File: src/rtl/lz77_pkg.sv
// Shared types and constants for the LZ77 encoder control path.
// Holds the sequencer state encoding, buffer depths and the emitted code record.
package lz77_pkg;

    localparam int          SB_DEPTH = 9;
    localparam int          LA_DEPTH = 8;
    localparam logic [7:0]  EOS_CHAR = 8'h24;

    typedef enum logic [2:0] {
        S_IDLE,
        S_FILL,
        S_SEARCH,
        S_EMIT,
        S_SHIFT,
        S_DONE
    } state_t;

    typedef struct packed {
        logic [3:0] offset;
        logic [2:0] len;
        logic [7:0] chr;
    } code_t;

    // Longest codable match: one look-ahead entry is always kept back as char_nxt.
    function automatic logic [2:0] len_limit(input logic [3:0] cnt);
        if (cnt == 4'd0)
            return 3'd0;
        if (cnt >= 4'(LA_DEPTH))
            return 3'd7;
        return 3'(cnt - 4'd1);
    endfunction

endpackage

File: src/rtl/lz77_best_match.sv
// Running best-match tracker: clamps each comparator length to the codable limit
// and keeps the first (smallest) offset on ties.
module lz77_best_match
    import lz77_pkg::*;
(
    input  logic       clk,
    input  logic       reset,
    input  logic       clear,
    input  logic       update,
    input  logic [3:0] offset,
    input  logic [2:0] cmp_len,
    input  logic [2:0] lim,
    output logic [2:0] best_len,
    output logic [3:0] best_off,
    output logic [2:0] next_len
);

    logic [2:0] len;
    logic       take;

    always_comb begin
        len      = (cmp_len < lim) ? cmp_len : lim;
        take     = update && (len > best_len);
        next_len = take ? len : best_len;
    end

    // NOTE: state registers use non-blocking assignments so every flop samples pre-edge values.
    always_ff @(posedge clk or posedge reset) begin
        if (reset) begin
            best_len <= 3'd0;
            best_off <= 4'd0;
        end else if (clear) begin
            best_len <= 3'd0;
            best_off <= 4'd0;
        end else if (take) begin
            best_len <= len;
            best_off <= offset;
        end
    end

endmodule

File: src/rtl/lz77_match_scheduler.sv
// LZ77 encoder sequencer: waits for look-ahead fill, sweeps search offsets for the
// longest match, emits one (offset, len, char) code and requests the buffer slide.
module lz77_match_scheduler
    import lz77_pkg::*;
(
    input  logic       clk,
    input  logic       reset,
    input  logic       start,
    input  logic [3:0] la_cnt,
    input  logic [3:0] sb_cnt,
    input  logic       eos_loaded,
    output logic [3:0] cmp_offset,
    input  logic [2:0] cmp_len,
    output logic [2:0] char_sel,
    input  logic [7:0] char_in,
    output logic       shift_req,
    output logic [3:0] shift_amt,
    input  logic       shift_ack,
    output logic       valid,
    output logic       encode,
    output logic       finish,
    output logic [3:0] offset,
    output logic [2:0] match_len,
    output logic [7:0] char_nxt
);

    state_t     state, next_state;
    code_t      code_q;
    logic       eos_flag;
    logic       fill_ready;
    logic       search_done;
    logic       best_clear;
    logic       best_update;
    logic [2:0] lim;
    logic [2:0] best_len;
    logic [2:0] next_len;
    logic [3:0] best_off;

    lz77_best_match u_best (
        .clk      (clk),
        .reset    (reset),
        .clear    (best_clear),
        .update   (best_update),
        .offset   (cmp_offset),
        .cmp_len  (cmp_len),
        .lim      (lim),
        .best_len (best_len),
        .best_off (best_off),
        .next_len (next_len)
    );

    assign fill_ready  = (la_cnt == 4'(LA_DEPTH)) || (eos_loaded && (la_cnt != 4'd0));
    assign lim         = len_limit(la_cnt);
    assign search_done = (cmp_offset == sb_cnt - 4'd1) || (cmp_offset == 4'(SB_DEPTH - 1))
                         || (next_len == lim);

    assign encode    = 1'b1;
    assign char_sel  = best_len;
    assign offset    = code_q.offset;
    assign match_len = code_q.len;
    assign char_nxt  = code_q.chr;

    always_ff @(posedge clk or posedge reset) begin
        if (reset)
            state <= S_IDLE;
        else
            state <= next_state;
    end

    // NOTE: every combinational output gets a default first, so no path can infer a latch.
    always_comb begin
        next_state  = state;
        best_clear  = 1'b0;
        best_update = 1'b0;
        case (state)
            S_IDLE:   if (start) next_state = S_FILL;
            S_FILL: begin
                if (fill_ready) begin
                    best_clear = 1'b1;
                    next_state = (sb_cnt == 4'd0) ? S_EMIT : S_SEARCH;
                end
            end
            S_SEARCH: begin
                best_update = 1'b1;
                if (search_done) next_state = S_EMIT;
            end
            S_EMIT:   next_state = S_SHIFT;
            S_SHIFT:  if (shift_req && shift_ack) next_state = eos_flag ? S_DONE : S_FILL;
            S_DONE:   if (start) next_state = S_FILL;
            default:  next_state = S_IDLE;
        endcase
    end

    // Slide request is raised one cycle after the code pulse and dropped on ack.
    always_ff @(posedge clk or posedge reset) begin
        if (reset) begin
            code_q     <= '0;
            valid      <= 1'b0;
            finish     <= 1'b0;
            eos_flag   <= 1'b0;
            shift_req  <= 1'b0;
            shift_amt  <= 4'd0;
            cmp_offset <= 4'd0;
        end else begin
            valid <= (state == S_EMIT);
            case (state)
                S_FILL:   if (fill_ready) cmp_offset <= 4'd0;
                S_SEARCH: if (!search_done) cmp_offset <= cmp_offset + 4'd1;
                S_EMIT: begin
                    code_q   <= '{offset: best_off, len: best_len, chr: char_in};
                    eos_flag <= (char_in == EOS_CHAR);
                end
                S_SHIFT: begin
                    if (!shift_req) begin
                        shift_req <= 1'b1;
                        shift_amt <= {1'b0, best_len} + 4'd1;
                    end else if (shift_ack) begin
                        shift_req <= 1'b0;
                        if (eos_flag) finish <= 1'b1;
                    end
                end
                S_DONE:   if (start) finish <= 1'b0;
                default: ;
            endcase
        end
    end

endmodule

File: config.mk
export PLATFORM = sky130hd
export DESIGN_NAME = lz77_match_scheduler
export DESIGN_NICKNAME = d
export VERILOG_FILES = /design/src/rtl/lz77_pkg.sv /design/src/rtl/lz77_best_match.sv /design/src/rtl/lz77_match_scheduler.sv
export SDC_FILE = /design/constraint.sdc
export NUM_CORES = 1
export LEC_CHECK = 0
export CELL_PAD_IN_SITES_DETAIL_PLACEMENT = 1
export CELL_PAD_IN_SITES_GLOBAL_PLACEMENT = 1
export CORE_MARGIN = 1
export CORE_UTILIZATION = 32
export CTS_BUF_LIST = sky130_fd_sc_hd__clkbuf_4
export DETAILED_ROUTE_END_ITERATION = 6
export PLACE_DENSITY_LB_ADDON = 0.1
export SLEW_MARGIN = 20
export SYNTH_ARGS = -nofsm -noshare
export SYNTH_HDL_FRONTEND = slang
export SYNTH_SLANG_ARGS = --single-unit
File: constraint.sdc
create_clock -name clk -period 3.2 [get_ports clk]
set_input_delay 0.32 -clock clk [delete_from_list [all_inputs] [get_ports clk]]
set_output_delay 0.32 -clock clk [all_outputs]
set_load 0.005 [all_outputs]
==> impl_metrics.json, run 1 <==
{
  "fin_area_mm2": 0.00308,
  "r2r_start": "u_best.best_len[2]",
  "ys_ff_latch": 37,
  "layout.nets": 346,
  "crit_arrival_ps": 3380,
  "routed_wirelength_um": 5700,
  "cp_max_fo": 4,
  "dr.pass1.iters": 4,
  "synth_seq_area_share_pct": 43.8,
  "status": "complete, no violations",
  "synth_ff_type": "dfrtp_1",
  "crit_type": "in -> reg",
  "whs_ps": 367,
  "yosysWarnings": 0,
  "syn_area_mm2": 0.00211,
  "critical_path_buf_inv_count": 1,
  "worstRegToRegCells": 8,
  "antenna_found_initial": 0,
  "period_share_pct": 96.5,
  "routedWlPerCell_um": 14.6,
  "maxSlewViolCount": 0,
  "p_switching_uw": 759,
  "antenna_left": 0,
  "antennaDiodeCount": 0,
  "grt_pass1_vias": 1929,
  "power_leakage_uw": 0.00142,
  "routabilityCongestion": 0.742,
  "cp_slowest_stage_delay_ps": 430,
  "synthCells": 233,
  "fin_util_pct": 48.6,
  "synthesis.nets": 267,
  "avgSynthCellArea_um2": 9.08,
  "cts.path.max_buffers": 2,
  "hold_path_class": "in -> async",
  "place_hpwl_um": 4380,
  "seqPwrFrac_pct": 38.1,
  "slew_headroom_pct": 52.9,
  "area_growth_pct": 45.9,
  "ys_types": 51,
  "setup_violations": 0,
  "grt_overflow_total": 0,
  "clockRootBuffer": "clkbuf_4",
  "p_int_uw": 1350,
  "drtIter0Drc": 69,
  "critPathLaunchType": "input port",
  "cts_num_sinks": 37,
  "die_w_um": 83.3,
  "portBuffers": 52,
  "drive_gt1_share_pct": 19.8,
  "htreeDepth": 2,
  "path_cells": "clkdlybuf4s50_1, ha_1, a21o_1, a41oi_2, mux2_4, ha_4, and3b_1, o211ai_1, a31o_2, a221oi_4, nor3_4, a211oi_2, a31o_1",
  "placed_area_mm2": 0.00295,
  "ir_worst_vdd_mv": 0.304,
  "pwr-share-comb_pct": 45.8,
  "max_freq_mhz": 324,
  "synth-async-reset-ratio_pct": 100,
  "required_ps": 3490,
  "vias": 1896,
  "min_period_ps": 3090,
  "clk_pin_slew_ps": 120,
  "synth-edff-count": 0,
  "crit_path_end_kind": "flop",
  "skew_ps": 4.69,
  "die_h_um": 83.3,
  "route.detailed.drc": 0,
  "via_per_inst": 4.86,
  "core_mm2": 0.00635,
  "die_area_mm2": 0.00694,
  "p_clk_share_pct": 16.1,
  "grt_max_degree": 22,
  "sw_frac_of_total_pct": 36.0,
  "track_usage_pct": 17.4,
  "rows": 29,
  "hold_viol": 0,
  "grt_pass1_wl_um": 9670,
  "crit_family": "compound AO/OA/AOI/OAI gates",
  "crit_slowest_cell": "clkdlybuf4s50_1",
  "cts-buffers-inserted": 5,
  "cts_tree": "yes",
  "start_util_pct": 33.3,
  "maxCapViolations": 0,
  "regToRegEndpoint": "cmp_offset[0]",
  "fillers": 745,
  "worst_slew_pin_slew_ps": 699,
  "worst-r2r-setup-slack_ps": 850,
  "worstSkewPairLatency_ps": 340,
  "ctsHoldBuffers": 0,
  "io_pins": 54,
  "power.density_mw_per_mm2": 682
}
==> timing repair <==
action / in CTS / in global routing
setup endpoints to repair: 6 / 5
setup buffers: 1 / 2
gates resized for setup: 14 / 7
pin swaps: 5 / 7
==> worst max path at each step <==
stage	from	end	slack (ps)	cells past startpoint
after floorplan	la_cnt[1]	cmp_offset[0]	-100	16
after global placement	la_cnt[1]	cmp_offset[2]	-760	17
after detailed placement	la_cnt[1]	cmp_offset[2]	-840	18
after CTS	la_cnt[1]	cmp_offset[3]	10	18
after global routing	la_cnt[2]	cmp_offset[3]	-20	15
final	cmp_len[2]	cmp_offset[3]	110	13
==> layer usage <==
layer / vias up / wire [um] / global-route usage, %
li1: 946 / - / -
met3: 6 / 186 / 3.18
met2: 37 / 2680 / 27.0
met4: 0 / 65 / 4.55
met5: - / 0 / 0
met1: 907 / 2770 / 25.1
==> registers in the layout, summed over array words and instances (netlist names) <==
signal and cells:
u_best.best_off 4, finish 1, match_len 3, offset 4, u_best.best_len 3, cmp_offset 4, state 3, eos_flag 1
valid 1, char_nxt 8, shift_amt 4, shift_req 1
==> synthesized netlist by cell type, drive strengths merged, types with 3 or more instances <==
library cell  instances  area (um^2)
nor2                 14         52.6
buf                   3         26.3
nand2                55          206
a21oi                 9         45.0
nand4                 3         18.8
xnor2                 4         35.0
clkbuf                6         23.8
nor2b                 3         26.3
ha                   10          125
nand2b                6         37.5
mux2                  5         56.3
nor3                  5         30.0
xor2                  5         43.8
o22ai                 5         31.3
o21a                  3         22.5
inv                  15         56.3
dfrtp                37          926
o21ai                14         70.1
==> cell families (layout without fill, tap and decap cells) <==
| logic type | count (synthesis) | in the layout | share of synthesized area [%] |
|---|---|---|---|
| other cells | 1 | 1 | 0.177 |
| buf+inv | 24 | 104 | 5.03 |
| xor+xnor | 9 | 9 | 3.73 |
| flops | 37 | 37 | 43.8 |
| simple gates | 98 | 98 | 22.5 |
| fa+ha+maj | 10 | 10 | 5.92 |
| compound gates | 47 | 47 | 15.3 |
| mux | 7 | 7 | 3.61 |
==> layout make-up <==
class / count / area [um^2] / share of cell area [%]
flip-flops and latches: 37 / 926 / 30.0
inverters: 15 / 76.3 / 2.47
clock inverters: 2 / 33.8 / 1.10
multi-input cells: 172 / 1170 / 37.9
clock buffers: 6 / 45.0 / 1.46
repair buffers: 81 / 738 / 23.9
well taps: 77 / 96.3 / 3.12
==> placed cells by master, fill, tap and decap left out, drive strengths merged, types with 2 or more instances in the layout <==
| cell | instances |
|---|---|
| dlygate4sd2 | 2 |
| a211oi | 2 |
| clkbuf | 6 |
| nand2b | 6 |
| nor2b | 3 |
| nor2 | 14 |
| clkdlybuf4s50 | 48 |
| inv | 15 |
| o21a | 3 |
| nand2 | 55 |
| nor4 | 2 |
| xor2 | 5 |
| nand4 | 3 |
| a21oi | 9 |
| a31o | 2 |
| mux2i | 2 |
| o21ai | 14 |
| ha | 10 |
| o22ai | 5 |
| nor3 | 5 |
| nor3b | 2 |
| buf | 31 |
| a21o | 2 |
| mux2 | 5 |
| dfrtp | 37 |
| a21boi | 2 |
| xnor2 | 4 |
==> per-stage QoR <==
step	setup TNS [ps]	setup WS, ps	total power [uW]	instances
floorplan	-271	-104	1270	233
global placement	-5130	-763	1740	379
detailed placement	-6090	-838	1760	379
CTS	0	14.5	2130	388
global route	-15.7	-15.7	2270	390
finish	0	111	2100	390
==> power groups by stage <==
stage          clock (uW)  combinational [uW]  sequential, uW
2_1_floorplan           0                 500             769
3_3_place_gp            0                 926             809
3_5_place_dp            0                 950             815
4_1_cts               353                 973             806
5_1_grt               370                1070             831
6_report              338                 963             803
Note: power is estimated with default switching activity, not from simulation.
==> run 2, diff against run 1 <==
ABC_AREA = 1   (was unset)
clock period = 2.7 ns   (was 3.2 ns; I/O delays follow)
==> impl_metrics.json, run 2 <==
{
  "grt_max_degree": 38,
  "power.density_mw_per_mm2": 862,
  "crit_path_end_kind": "flop",
  "cts.path.max_buffers": 2,
  "yosysWarnings": 0,
  "worst_slew_pin_slew_ps": 532,
  "synth_top_area_cell": "dfrtp_1",
  "die_area_mm2": 0.00701,
  "clk_pin_slew_ps": 110,
  "largest_reg_flops": 8,
  "place_hpwl_um": 4350,
  "hold_path_class": "in -> async",
  "syn_area_mm2": 0.00214,
  "route.detailed.drc": 0,
  "ys_types": 32,
  "avgSynthCellArea_um2": 7.83,
  "fin_area_mm2": 0.00318,
  "die_h_um": 83.7,
  "vias": 2041,
  "maxCapViolations": 0,
  "cts-buffers-inserted": 5,
  "worstRegToRegCells": 15,
  "seq_area_um2": 926,
  "antenna_found_initial": 0,
  "routedWlPerCell_um": 12.9,
  "slew_headroom_pct": 64.5,
  "final_cells": 435,
  "cts_tree": "yes",
  "maxSlewViolCount": 0,
  "synth_ff_type": "dfrtp_1",
  "cp_max_fo": 6,
  "dp.cells": 419,
  "final_cell_mix": "65 x nand2_1, 47 x clkdlybuf4s50_1, 37 x dfrtp_1, 36 x inv_1, 27 x buf_4",
  "crit_type": "in -> reg",
  "synth_seq_area_share_pct": 43.3,
  "synthesis.nets": 307,
  "finalPower_uw": 2740,
  "setup_ws_ps": -8.36,
  "power_leakage_uw": 0.00154,
  "portBuffers": 52,
  "synthTopCellsByArea": "dfrtp_1 43%, nand2_1 14%, inv_1 6.9%",
  "worstSkewPairLatency_ps": 340,
  "htreeDepth": 2,
  "via_per_inst": 4.69,
  "synth_top_area_share_pct": 43.3,
  "rsz0062_at_grt": "true",
  "antenna_left": 0,
  "ys_ff_latch": 37,
  "grt_pass1_vias": 2133,
  "status": "finished, violations left",
  "track_usage_pct": 16.7,
  "synthCells": 273,
  "core_mm2": 0.00639,
  "clockRootBuffer": "clkbuf_4",
  "finalSetupTns_ps": -29.4,
  "drive_gt1_share_pct": 25.1,
  "start_util_pct": 33.5,
  "yosys.cell_count.top_type": "nand2_1",
  "max_freq_mhz": 369,
  "grt_overflow_total": 0,
  "dr.pass1.iters": 4,
  "place_ws_ps": -877,
  "area_growth_pct": 48.7,
  "setup_violations": 5,
  "fillers": 798,
  "synthTopCellsByCount": "77 x nand2_1, 39 x inv_1, 37 x dfrtp_1",
  "die_w_um": 83.7,
  "io_pins": 54,
  "routabilityCongestion": 0.708,
  "multiInputGateArea_mm2": 0.00117,
  "grt_pass1_wl_um": 9480,
  "min_period_ps": 2710,
  "synth-edff-count": 0,
  "violations": "setup timing",
  "ir_worst_vdd_mv": 0.383,
  "synth-async-reset-ratio_pct": 100,
  "placed_area_mm2": 0.00295,
  "routed_wirelength_um": 5620,
  "layout.cells.most_common": "nand2_1",
  "period_share_pct": 100,
  "layout.nets": 391,
  "crit_arrival_ps": 2960,
  "drtIter0Drc": 74,
  "cts_num_sinks": 37,
  "required_ps": 2950,
  "antennaDiodeCount": 0,
  "rows": 29,
  "critPathLaunchType": "input port",
  "skew_ps": 4.63,
  "hold_viol": 0
}
[run 2: routing by layer]
metal,part of all wire [%],up-vias,track usage (%)
li1,-,1028,-
met1,43,963,19.9
met2,52,43,30.2
met3,3.7,7,2.97
met4,1.4,0,5.39
met5,0,-,0
[run 2: area by class of cell]
cell class / instances / share of cell area [%]
Multi-Input combinational cell: 190 / 36.9
Sequential cell: 37 / 29.1
Timing Repair Buffer: 80 / 23.2
Inverter: 43 / 5.87
Tap cell: 77 / 3.03
Clock buffer: 8 / 1.89
[run 2: logic make-up (layout without fill, tap and decap cells)]
logic type / count (synthesis) / after routing / synth area share, %
AO/OA/AOI/OAI: 32 / 32 / 9.60
XOR/XNOR: 8 / 8 / 3.28
adder cells (fa/ha/maj): 10 / 10 / 5.85
buffers and inverters: 46 / 131 / 8.49
flip-flops: 37 / 37 / 43.3
other: 1 / 1 / 0.175
AND/OR/NAND/NOR: 139 / 139 / 29.3
[run 2: power by group]
group / switching [uW] / internal, uW / leakage [uW]
Sequential: 146 / 755 / 0.000484
Combinational: 765 / 759 / 0.00102
Clock: 180 / 134 / 0.0000368
[run 2: timing repair]
item	4_1_cts	5_1_grt
endpoints found under the hold margin	0	0
pin swaps	22	27
setup endpoints to repair	13	11
resized for setup	24	25
setup buffers	6	3
hold buffers	0	0
[run 2: critical path: stages]
cell      delay [ps]
buf_12           110
inv_12            40
ha_4             140
inv_4             40
a21oi_4          160
ha_4             230
a21oi_4          260
nand3_2          120
nand2_1           90
inv_1             40
ha_1             280
nand2_1           80
nor2_2            50
nor2_4           110
o21ai_4          100
clkinv_4          90
nand3_1          130
nand3_2          110
nand2_1           70
nor2_2           110
nand2_2           80
nand3_4           80
nand2_2           60
nand2_1           70
nand2_1           50
[run 2: through the flow]
step / hold slack [ps] / util [%]
final: 331 / 49.8
after global routing: 374 / 49.8
after CTS: 349 / 48.4
after detailed placement: 460 / 46.1
after global placement: 453 / 46.1
after floorplan: 387 / -
[run 2: final timing paths]
check                              startpoint             to  slack [ps]
min reg2reg                       char_nxt[6]    char_nxt[6]         480
max in group asynchronous               reset   shift_amt[3]        2040
min in group clk                  char_nxt[6]    char_nxt[6]         480
max reg2reg                u_best.best_len[2]  cmp_offset[2]         490
min                                     reset         finish         330
max                                 la_cnt[0]       state[2]          -8
==> run 3, diff against run 2 <==
CAP_MARGIN = 20   (was unset)
CORE_UTILIZATION = 30   (was 32)
clock period = 3 ns   (was 2.7 ns; I/O delays follow)
==> impl_metrics.json, run 3 (synthesis results as in run 2) <==
{
  "grt_pass1_wl_um": 9490,
  "cts-buffers-inserted": 5,
  "p_switching_uw": 1010,
  "critPathLaunchType": "input port",
  "grt_overflow_total": 0,
  "die_w_um": 86.4,
  "fin_area_mm2": 0.00325,
  "routed_wirelength_um": 5920,
  "slew_headroom_pct": 62.0,
  "ctsHoldBuffers": 0,
  "sw_frac_of_total_pct": 41.0,
  "antenna_left": 0,
  "start_util_pct": 31.3,
  "crit_arrival_ps": 3140,
  "grt_max_degree": 38,
  "cts_tree": "yes",
  "antenna_found_initial": 0,
  "ir_worst_vdd_mv": 0.299,
  "track_usage_pct": 16.3,
  "cts_num_sinks": 37,
  "clk_pin_slew_ps": 120,
  "placed_area_mm2": 0.00290,
  "drtIter0Drc": 39,
  "status": "complete, no violations",
  "core_mm2": 0.00683,
  "io_pins": 54,
  "routedWlPerCell_um": 13.1,
  "place_hpwl_um": 4220,
  "skew_ps": 15.4,
  "via_per_inst": 4.48,
  "p_int_uw": 1450,
  "required_ps": 3250,
  "pwr-share-comb_pct": 56.7,
  "antennaDiodeCount": 0,
  "seqPwrFrac_pct": 32.7,
  "drive_gt1_share_pct": 25.8,
  "grt_pass1_vias": 2018,
  "period_share_pct": 96.2,
  "final_cell_mix": "58 x nand2_1, 48 x clkdlybuf4s50_1, 37 x dfrtp_1, 35 x inv_1, 26 x buf_4",
  "routabilityCongestion": 0.769,
  "fillers": 846,
  "dr.pass1.iters": 4,
  "area_growth_pct": 52.0,
  "power_leakage_uw": 0.00155,
  "portBuffers": 52,
  "hold_viol": 0,
  "min_period_ps": 2890,
  "die_h_um": 86.4,
  "multiInputGateArea_mm2": 0.00125,
  "die_area_mm2": 0.00746,
  "rows": 30,
  "max_freq_mhz": 347,
  "largest_reg_flops": 8,
  "clockRootBuffer": "clkbuf_4",
  "worst_slew_pin_slew_ps": 570,
  "hold_path_class": "in -> async",
  "maxCapViolations": 0,
  "vias": 2030,
  "route.detailed.drc": 0,
  "fin_util_pct": 47.6,
  "htreeDepth": 2,
  "layout.cells.most_common": "nand2_1",
  "p_clk_share_pct": 10.6,
  "worstSkewPairLatency_ps": 340,
  "seq_area_um2": 926,
  "layout.nets": 391,
  "crit_path_end_kind": "flop",
  "crit_type": "in -> reg",
  "maxSlewViolCount": 0,
  "setup_violations": 0,
  "cp_max_fo": 5,
  "power.density_mw_per_mm2": 759,
  "cts.path.max_buffers": 2
}
[run 3: power by group through the flow]
stage          logic (uW)  clock network [uW]  registers (uW)
6_report             1400                 261             807
5_1_grt              1540                 295             833
4_1_cts              1250                 276             810
3_5_place_dp         1200                   0             821
3_3_place_gp         1180                   0             822
2_1_floorplan         623                   0             814
[run 3: final timing paths]
kind / cells after the start / slack (ps) / end / startpoint
min in group clk: 2 / 480 / char_nxt[1] / char_nxt[1]
hold reg to reg: 2 / 480 / char_nxt[1] / char_nxt[1]
setup / recovery: 26 / 110 / state[2] / la_cnt[1]
setup reg to reg: 15 / 810 / cmp_offset[2] / u_best.best_len[2]
max in group asynchronous: 3 / 2290 / shift_amt[0] / reset
hold / removal: 3 / 360 / finish / reset
[run 3: routing by layer]
layer / up-vias / routed length [um] / track usage, % / part of all wire [%]
met5: - / 0 / 0 / 0
met4: 0 / 71 / 5.45 / 1.2
met3: 7 / 182 / 2.48 / 3.1
met2: 42 / 2910 / 27.6 / 49
met1: 957 / 2760 / 21.3 / 47
li1: 1024 / - / - / -
[run 3: what timing repair did]
item | in CTS | in global routing
gates cloned | 0 | 0
setup buffers | 4 | 6
gates resized for setup | 17 | 40
setup endpoints to repair | 7 | 6
pin swaps | 22 | 28
[run 3: worst max-delay path, cell delays in order]
cell and delay [ps]:
dlygate4sd2_1 240, inv_2 60, ha_4 130, inv_2 50
a21oi_4 180, ha_4 230, a21oi_4 240, nand2_4 120
nand2_4 80, nand2_1 50, inv_1 50, ha_1 230
nand2_2 80, nor2_4 40, nor2_4 110, o21ai_4 90
clkinv_4 90, nand3_1 120, nand3_2 100, nand2_1 70
nor2_2 130, nand2_2 80, nand3_4 70, nand2_2 60
nand2_1 60, nand2_1 50
[run 3: per-stage QoR]
step / power, uW / worst slack [ps] / setup TNS [ps] / std cells / hold WS [ps]
after CTS: 2340 / 86.3 / 0 / 447 / 366
final: 2470 / 115 / 0 / 453 / 358
after global placement: 2000 / -673 / -5730 / 436 / 456
after detailed placement: 2020 / -758 / -6790 / 436 / 457
after global routing: 2670 / -65.1 / -253 / 453 / 400
after floorplan: 1440 / 66.8 / 0 / 273 / 417
[run 3: area by class of cell]
cell class                 count  share of cell area, %
multi-input combinational    190                   38.6
sequential                    37                   28.5
timing repair buffer          80                   22.6
inverter                      43                   5.12
tap                           96                   3.70
clock buffer                   6                   1.39
clock inverter                 1                  0.116
